**src/rtl/uart_pkg.sv**
```systemverilog
// Shared USART definitions: transmit-feeder FSM states and guard timing.
package uart_pkg;

  typedef enum logic [1:0] {
    TXF_IDLE  = 2'd0,
    TXF_WRITE = 2'd1,
    TXF_GUARD = 2'd2
  } txf_state_e;

  // UDRE takes two cycles to fall after a UDR write, so it is ignored that long.
  localparam int unsigned TXF_GUARD_CYC = 2;
  localparam int unsigned TXF_GUARD_W   = $clog2(TXF_GUARD_CYC + 1);

endpackage

```
**src/rtl/uart_tx_fifo_core.sv**
```systemverilog
// Circular byte buffer for the transmit feeder.
// Handles push/pop/flush arbitration and sticky overflow detection.
module uart_tx_fifo_core #(
  parameter int WIDTH = 8,
  parameter int DEPTH = 4,
  parameter int AW    = $clog2(DEPTH)
) (
  input  logic             i_clk,
  input  logic             i_rst,
  input  logic             i_push,
  input  logic [WIDTH-1:0] i_push_data,
  input  logic             i_pop,
  input  logic             i_flush,
  input  logic             i_clr_overflow,
  output logic [WIDTH-1:0] o_head,
  output logic [AW:0]      o_count,
  output logic             o_full,
  output logic             o_empty,
  output logic             o_overflow
);

  localparam logic [AW:0]   FULL_CNT = (AW + 1)'(DEPTH);
  localparam logic [AW:0]   CNT_ONE  = (AW + 1)'(1);
  localparam logic [AW-1:0] PTR_ONE  = AW'(1);

  logic [WIDTH-1:0] mem [DEPTH];
  logic [AW-1:0]    wr_ptr;
  logic [AW-1:0]    rd_ptr;
  logic             pop_ok;
  logic             push_ok;
  logic             push_drop;

  assign o_full  = (o_count == FULL_CNT);
  assign o_empty = (o_count == '0);
  assign o_head  = mem[rd_ptr];

  // A pop on the same edge frees a slot, so a full FIFO can still accept a push.
  // Flush swallows a concurrent push without flagging it as an overflow.
  assign pop_ok    = i_pop && !o_empty && !i_flush;
  assign push_ok   = i_push && !i_flush && (!o_full || pop_ok);
  assign push_drop = i_push && !i_flush && !push_ok;

  // NOTE: storage is not reset; pointers and count define which entries are valid,
  // and leaving the array unreset lets it map onto plain RAM/flops without reset fan-out.
  always_ff @(posedge i_clk) begin
    if (push_ok) mem[wr_ptr] <= i_push_data;
  end

  // NOTE: all state here uses non-blocking assignments so every read in this block
  // sees the pre-edge value, exactly as the hardware registers would.
  always_ff @(posedge i_clk) begin
    if (i_rst) begin
      wr_ptr     <= '0;
      rd_ptr     <= '0;
      o_count    <= '0;
      o_overflow <= 1'b0;
    end else begin
      if (i_flush) begin
        wr_ptr  <= '0;
        rd_ptr  <= '0;
        o_count <= '0;
      end else begin
        if (push_ok) wr_ptr <= wr_ptr + PTR_ONE;
        if (pop_ok)  rd_ptr <= rd_ptr + PTR_ONE;
        if (push_ok && !pop_ok)      o_count <= o_count + CNT_ONE;
        else if (pop_ok && !push_ok) o_count <= o_count - CNT_ONE;
      end
      if (push_drop)           o_overflow <= 1'b1;
      else if (i_clr_overflow) o_overflow <= 1'b0;
    end
  end

endmodule

```
**src/rtl/uart_tx_feeder.sv**
```systemverilog
// Transmit feeder: queues producer bytes and strobes them into the USART UDR
// one at a time, only while UDRE reports empty and TXEN is set.
module uart_tx_feeder
  import uart_pkg::*;
#(
  parameter int WIDTH = 8,
  parameter int DEPTH = 4,
  parameter int AW    = $clog2(DEPTH)
) (
  input  logic             i_clk,
  input  logic             i_rst,
  input  logic             i_push,
  input  logic [WIDTH-1:0] i_push_data,
  input  logic             i_flush,
  input  logic             i_clr_overflow,
  input  logic             i_udre,
  input  logic             i_txen,
  output logic             o_we,
  output logic             o_udr_select,
  output logic [WIDTH-1:0] o_udr,
  output logic             o_full,
  output logic             o_empty,
  output logic [AW:0]      o_level,
  output logic             o_overflow
);

  localparam logic [TXF_GUARD_W-1:0] GUARD_LOAD = TXF_GUARD_W'(TXF_GUARD_CYC);
  localparam logic [TXF_GUARD_W-1:0] GUARD_ONE  = TXF_GUARD_W'(1);

  txf_state_e             state;
  logic [TXF_GUARD_W-1:0] guard_cnt;
  logic [WIDTH-1:0]       head;
  logic                   start;

  assign start        = (state == TXF_IDLE) && !o_empty && i_udre && i_txen && !i_flush;
  assign o_udr_select = o_we;

  uart_tx_fifo_core #(
    .WIDTH(WIDTH),
    .DEPTH(DEPTH),
    .AW   (AW)
  ) u_fifo (
    .i_clk         (i_clk),
    .i_rst         (i_rst),
    .i_push        (i_push),
    .i_push_data   (i_push_data),
    .i_pop         (start),
    .i_flush       (i_flush),
    .i_clr_overflow(i_clr_overflow),
    .o_head        (head),
    .o_count       (o_level),
    .o_full        (o_full),
    .o_empty       (o_empty),
    .o_overflow    (o_overflow)
  );

  always_ff @(posedge i_clk) begin
    if (i_rst) begin
      state     <= TXF_IDLE;
      guard_cnt <= '0;
      o_we      <= 1'b0;
      o_udr     <= '0;
    end else begin
      o_we <= 1'b0;
      case (state)
        TXF_IDLE: begin
          if (start) begin
            state <= TXF_WRITE;
            o_we  <= 1'b1;
            o_udr <= head;
          end
        end
        TXF_WRITE: begin
          state     <= TXF_GUARD;
          guard_cnt <= GUARD_LOAD;
        end
        TXF_GUARD: begin
          // Leave on the edge where the counter reaches zero, so UDRE is
          // sampled again in IDLE exactly TXF_GUARD_CYC+1 cycles after WRITE.
          guard_cnt <= guard_cnt - GUARD_ONE;
          if (guard_cnt == GUARD_ONE) state <= TXF_IDLE;
        end
        default: state <= TXF_IDLE;
      endcase
    end
  end

endmodule

```
**config.mk**
```make
export PLATFORM = sky130hd
export DESIGN_NAME = uart_tx_feeder
export DESIGN_NICKNAME = d
export VERILOG_FILES = /design/src/rtl/uart_pkg.sv /design/src/rtl/uart_tx_fifo_core.sv /design/src/rtl/uart_tx_feeder.sv
export SDC_FILE = /design/constraint.sdc
export NUM_CORES = 1
export LEC_CHECK = 0
export BUFFER_PORTS_ARGS = -buffer_cell sky130_fd_sc_hd__buf_2
export CORE_MARGIN = 2
export CORE_UTILIZATION = 40
export DETAILED_ROUTE_END_ITERATION = 6
export PLACE_DENSITY = 0.7
export SKIP_CTS_REPAIR_TIMING = 1
export SYNTH_ARGS = -nofsm -noshare
export SYNTH_HDL_FRONTEND = slang
export SYNTH_HIERARCHICAL = 1
export SYNTH_SLANG_ARGS = --single-unit
```
**constraint.sdc**
```tcl
create_clock -name i_clk -period 5.3 [get_ports i_clk]
set_input_delay 1.06 -clock i_clk [delete_from_list [all_inputs] [get_ports i_clk]]
set_output_delay 1.06 -clock i_clk [all_outputs]
set_load 0.01 [all_outputs]
```
==> reports/metrics.yaml, run 1 <==
cp_max_fo: 13
antennaDiodeCount: 0
antenna_left: 0
synth_top_area_share_pct: 41.2
grt_use_met3_pct: 3.93
critPathBufInv: 2
cp-start-kind: "input pin"
crit_path_end_kind: "flip-flop"
maxSlewViolCount: 0
drt-initial-drc-count: 76
synth_seq_cells: 55
finalClockSkew_ns: 0.00846
synth_cell_types: 38
grtUsageTotal_pct: 13.4
max-slew-margin-rel_pct: 64.8
p_leak_nw: 0.981
cts_tree: "done"
viasPerCell: 5.06
yosysSeqAreaShare_pct: 60.9
final-hold-violation-count: 0
start_util_pct: 41.9
gp_congestion: 0.818
coreArea_sq_mm: 0.00557
status: "finished, final reports clean"
die-area_sq_mm: 0.00646
drive_gt1_share_pct: 27.0
synth_area_sq_mm: 0.00233
setup_violations: 0
cts.path.max_buffers: 2
cts.sinks: 55
vdd_drop_max_mv: 0.190
met2_usage_pct: 20.8
synthToLayoutAreaGrowth_pct: 12.6
critical_path.slowest_cell: "and4bb_4"
ff2ff_path_depth: 11
antenna_found_initial: 0
rsz0062_at_grt: "no"
cts_buffers: 5
cts-root-buf: "clkbuf_8"
maxCapViolCount: 0
use_met1_pct: 17.4
grt_pass1_vias: 1307
port_buffers: 30
period_share_pct: 57.8
required_ns: 5.54
via_count: 1357
critical_path_depth: 11
htree_num_levels: 2
finalNetCount: 220
drc: 0
synth_cells: 167
dpl.cell_count: 260
worstMarginPinSlew_ns: 0.527
powerDensity_mw_per_mm2: 293
path_cells: "buf_2 -> and4bb_4 -> and2_4 -> nor4b_2 -> nor2_1 -> ha_1 -> inv_1 -> fa_1 -> xor2_1 -> or3_1 -> a21oi_1"
synth-async-reset-ratio_pct: 0
synth_ff_type: "edfxtp_1"
synth_edf_count: 32
hold_depth: 2
final_cells: 268
grt_pass1_wl_mm: 6.30
gr-max-usage-layer: "met2"
routed_wl_mm: 3.86
critPathKind: "input pin to flip-flop"
layout.cells.most_common: "edfxtp_1"
io_pins: 31
worstSkewPairLatency_ns: 0.30
crit_arrival_ns: 3.30
fin_util_pct: 47.2
timing.fmax_mhz: 326
cts.clk_slew.worst_paths_ns: 0.09
yosys-top-cells-area: "edfxtp_1 (41%), dfxtp_1 (20%), mux4_2 (7.7%)"
syn-num-nets: 192
wl_per_cell_microns: 14.4
hp-class: "flip-flop to flip-flop"
fin_crit_ns: 3.06
worst_path_largest_cell_delay_ns: 0.43
finalSetupTns_ns: 0
cp_top_family: "simple AND/OR/NAND/NOR gates"
die_x_microns: 80.4
grt_max_degree: 18
yosys_warnings: 6
dp_hpwl_mm: 2.69
dr.pass1.iters: 4
synth_area_leader_cell: "edfxtp_1"
fp.dieH_microns: 80.4
synth_area_per_cell_sq_um: 14.0
mostFrequentLayoutCells: "edfxtp_1 (32), buf_2 (30), dfxtp_1 (23), a21oi_1 (13), nand2b_1 (11)"
grt_overflow: 0
row_count: 27
## metrics by stage
step	setup slack [ns]	cell area (sq um)	power, W	hold WS (ns)
after floorplan	2.25	2330	0.000494	0.462
after global placement	1.99	2520	0.000508	0.475
after detailed placement	1.94	2520	0.000510	0.490
after CTS	2.25	2630	0.000781	0.505
after global routing	2.10	2630	0.000806	0.537
final	2.24	2630	0.000770	0.505
## final timing paths
| check | endpoint | start | slack, ns |
|---|---|---|---|
| worst max-delay path | u_fifo/o_count[2] | i_flush | 2.24 |
| worst max register to register | u_fifo/o_count[2] | u_fifo/o_count[1] | 2.46 |
| worst min register to register | guard_cnt[0] | guard_cnt[0] | 0.51 |
| worst min-delay path | guard_cnt[0] | guard_cnt[0] | 0.51 |
## logic make-up (layout without fill, tap and decap cells)
logic type | count (synthesis) | count (layout) | share of synthesized area (%)
muxes | 9 | 9 | 8.15
and+or+nand+nor | 41 | 41 | 11.0
buffers and inverters | 17 | 46 | 3.70
AOI/OAI and AO/OA | 31 | 31 | 9.06
DFF | 55 | 55 | 60.9
adders and majority gates | 10 | 10 | 5.68
xor gates and xnor gates | 4 | 4 | 1.50
## state kept, by name, indices dropped and copies added (netlist names), named ones only
name and cells:
u_fifo/o_count 3, o_udr 8, guard_cnt 2, u_fifo/o_overflow 1
state 2, u_fifo/rd_ptr 2, u_fifo/mem 32, u_fifo/wr_ptr 2
o_udr_select 1
## Yosys cell counts, types with 2 or more instances
library cell	count
edfxtp_1	32
dfxtp_1	23
a21oi_1	13
nand2b_1	11
ha_1	9
a31o_1	8
inv_1	8
mux4_2	8
nor2_1	8
and3_1	5
xor2_1	4
buf_2	3
nand3_1	3
o21ai_0	3
buf_6	2
clkbuf_1	2
nand2_1	2
nor2b_1	2
or2_2	2
## worst min-delay path, stage by stage, from the launching register on
cell	delay, ns
dfxtp_1	0.34
nand2b_1	0.07
a21oi_1	0.06
## area by class of cell
class / count / area (sq um)
well taps: 72 / 90.1
flip-flops and latches: 55 / 1420
repair buffers: 30 / 150
inverters: 8 / 30.0
fillers: 505 / 2950
clock buffers: 6 / 72.6
multi-input cells: 95 / 827
clock inverters: 2 / 37.5
## where the power goes
part           switching (W)  internal, W   total, W
sequential        0.00000407     0.000457   0.000461
combinational      0.0000210    0.0000169  0.0000379
clock               0.000130     0.000141   0.000271
## metal layers
metal	routed length, microns	vias up
met4	71	0
met5	0	-
li1	-	679
met3	154	6
met2	1910	21
met1	1720	651
No activity file was read; power rests on OpenSTA's default activity.
==> run 2: changes to the inputs <==
clock period = 3 ns   (was 5.3 ns; I/O delays follow)
==> run 2 against run 1 <==
Net effect:
- clock-buffer cell count stayed put
- combinational power is 95% higher
- register-to-register slack got worse by 2.0 ns
- final cell count is 1.9% higher
- clock skew is 0.0030 ns lower
- non-clock buffer count up 5
- sequential power up 76%
- critical path type is now flip-flop to flip-flop
- routed wire length is 0.31% lower
- clock power grew 110%
- utilization is 1.1 points higher
==> reports/metrics.yaml, run 2 (synthesis results as in run 1) <==
status: "finished, final reports clean"
grtUsageTotal_pct: 12.8
rsz0062_at_grt: "no"
crit_start: "u_fifo/o_count[1]"
wl_met3_microns: 128
dr_wl_met2_mm: 1.95
drc: 0
dr.pass1.iters: 4
finalNetCount: 225
row_count: 27
top_layer: "met4"
crit_arrival_ns: 2.78
antennaDiodeCount: 0
start_util_pct: 41.9
hp-start: "guard_cnt[0]"
setup_violations: 0
period_share_pct: 84.7
dpl.cell_count: 265
fp.dieH_microns: 80.4
maxSlewViolCount: 0
finalClockSkew_ns: 0.00542
dp_hpwl_mm: 2.71
die-area_sq_mm: 0.00646
layout.cells.most_common: "edfxtp_1"
drive_gt1_share_pct: 28.9
grt_pass1_vias: 1310
r2r_end: "u_fifo/o_count[2]"
cts.path.max_buffers: 2
worstSkewPairLatency_ns: 0.30
cts_tree: "done"
largest_reg_flops: 32
antenna_found_initial: 0
powerDensity_mw_per_mm2: 537
mostFrequentLayoutCells: "edfxtp_1 (32), buf_2 (30), dfxtp_1 (23), a21oi_1 (13), nand2b_1 (11)"
cts_buffers: 5
worstMarginPinSlew_ns: 0.525
grt_max_degree: 17
top_register: "u_fifo/mem"
seq_area_sq_mm: 0.00142
port_buffers: 30
max-slew-margin-rel_pct: 64.9
wl_met1_mm: 1.68
reg2reg_from: "u_fifo/o_count[1]"
largestRegisters: "u_fifo/mem: 32 flops, o_udr: 8 flops, u_fifo/o_count: 3 flops"
fin_util_pct: 48.2
postPlaceCellArea_sq_mm: 0.00256
required_ns: 3.24
fin_crit_ns: 2.54
holdPathEnd: "guard_cnt[0]"
hold_depth: 2
cp_max_fo: 12
coreArea_sq_mm: 0.00557
drt-initial-drc-count: 47
cts.clk_slew.worst_paths_ns: 0.09
cts-root-buf: "clkbuf_8"
fillers: 513
cts.sinks: 55
io_pins: 31
routed_wl_mm: 3.85
htree_num_levels: 2
grt_pass1_wl_mm: 6.11
crit_path_end_kind: "flip-flop"
ff2ff_path_depth: 11
fin_area_sq_mm: 0.00269
final-hold-violation-count: 0
multi_input_area_sq_um: 827
synthToLayoutAreaGrowth_pct: 15.2
finalSetupTns_ns: 0
hp-class: "flip-flop to flip-flop"
vdd_drop_max_mv: 0.341
p_leak_nw: 1.02
antenna_left: 0
final_cells: 273
grt_overflow: 0
cp-start-kind: "flip-flop"
maxCapViolCount: 0
critPathKind: "flip-flop to flip-flop"
die_x_microns: 80.4
total_power_w: 0.00144
ff2ff_setup_slack_ns: 0.46
timing.fmax_mhz: 393
via_count: 1358
viasPerCell: 4.97
gp_congestion: 0.764
wl_per_cell_microns: 14.1
run 2: cell count changes in the layout (fill, tap and decap cells not counted):
cell        before  now
buf_4            0    5
bufinv_16        1    2
clkinvlp_4       1    0
run 2: final cells by class:
cell class                      count  area share (%)
Inverter                            8            1.12
Tap cell                           72            3.35
Clock buffer                        6            2.70
Clock inverter                      2            2.23
Timing Repair Buffer               35            6.98
Multi-Input combinational cell     95            30.8
Sequential cell                    55            52.9
run 2: critical path, stage by stage (launching register included):
cell	delay (ns)
dfxtp_1	0.32
nor3_1	0.23
and4bb_4	0.23
and2_4	0.20
o31ai_1	0.11
or2_2	0.17
ha_1	0.17
inv_1	0.06
fa_1	0.37
xor2_1	0.16
or3_1	0.32
a21oi_1	0.15
run 2: worst max path at each step:
stage                                    to  slack, ns  cells after the start
after global placement    u_fifo/o_count[2]       0.30                     11
final                     u_fifo/o_count[2]       0.46                     11
after detailed placement  u_fifo/o_count[2]       0.25                     11
after global routing      u_fifo/o_count[2]       0.32                     11
after CTS                 u_fifo/o_count[2]       0.48                     11
after floorplan           u_fifo/o_count[2]       0.22                     12
run 2: metrics by stage:
step / setup slack [ns] / hold slack (ns)
after floorplan: 0.218 / 0.462
after global placement: 0.299 / 0.478
after detailed placement: 0.254 / 0.508
after CTS: 0.483 / 0.501
after global routing: 0.324 / 0.498
final: 0.459 / 0.507
run 2: power breakdown:
group / total (W) / switching [W] / leakage, nW / internal (W)
clock: 0.000558 / 0.000224 / 0.0654 / 0.000333
sequential: 0.000812 / 0.00000399 / 0.476 / 0.000808
combinational: 0.0000739 / 0.0000414 / 0.479 / 0.0000325
total: 0.00144 / 0.000270 / 1.02 / 0.00117
run 2: per-layer routing:
metal	vias to the layer above	track usage, %
met5	-	0
met4	0	5.76
met3	7	3.15
met2	23	22.3
met1	649	14.8
li1	679	-
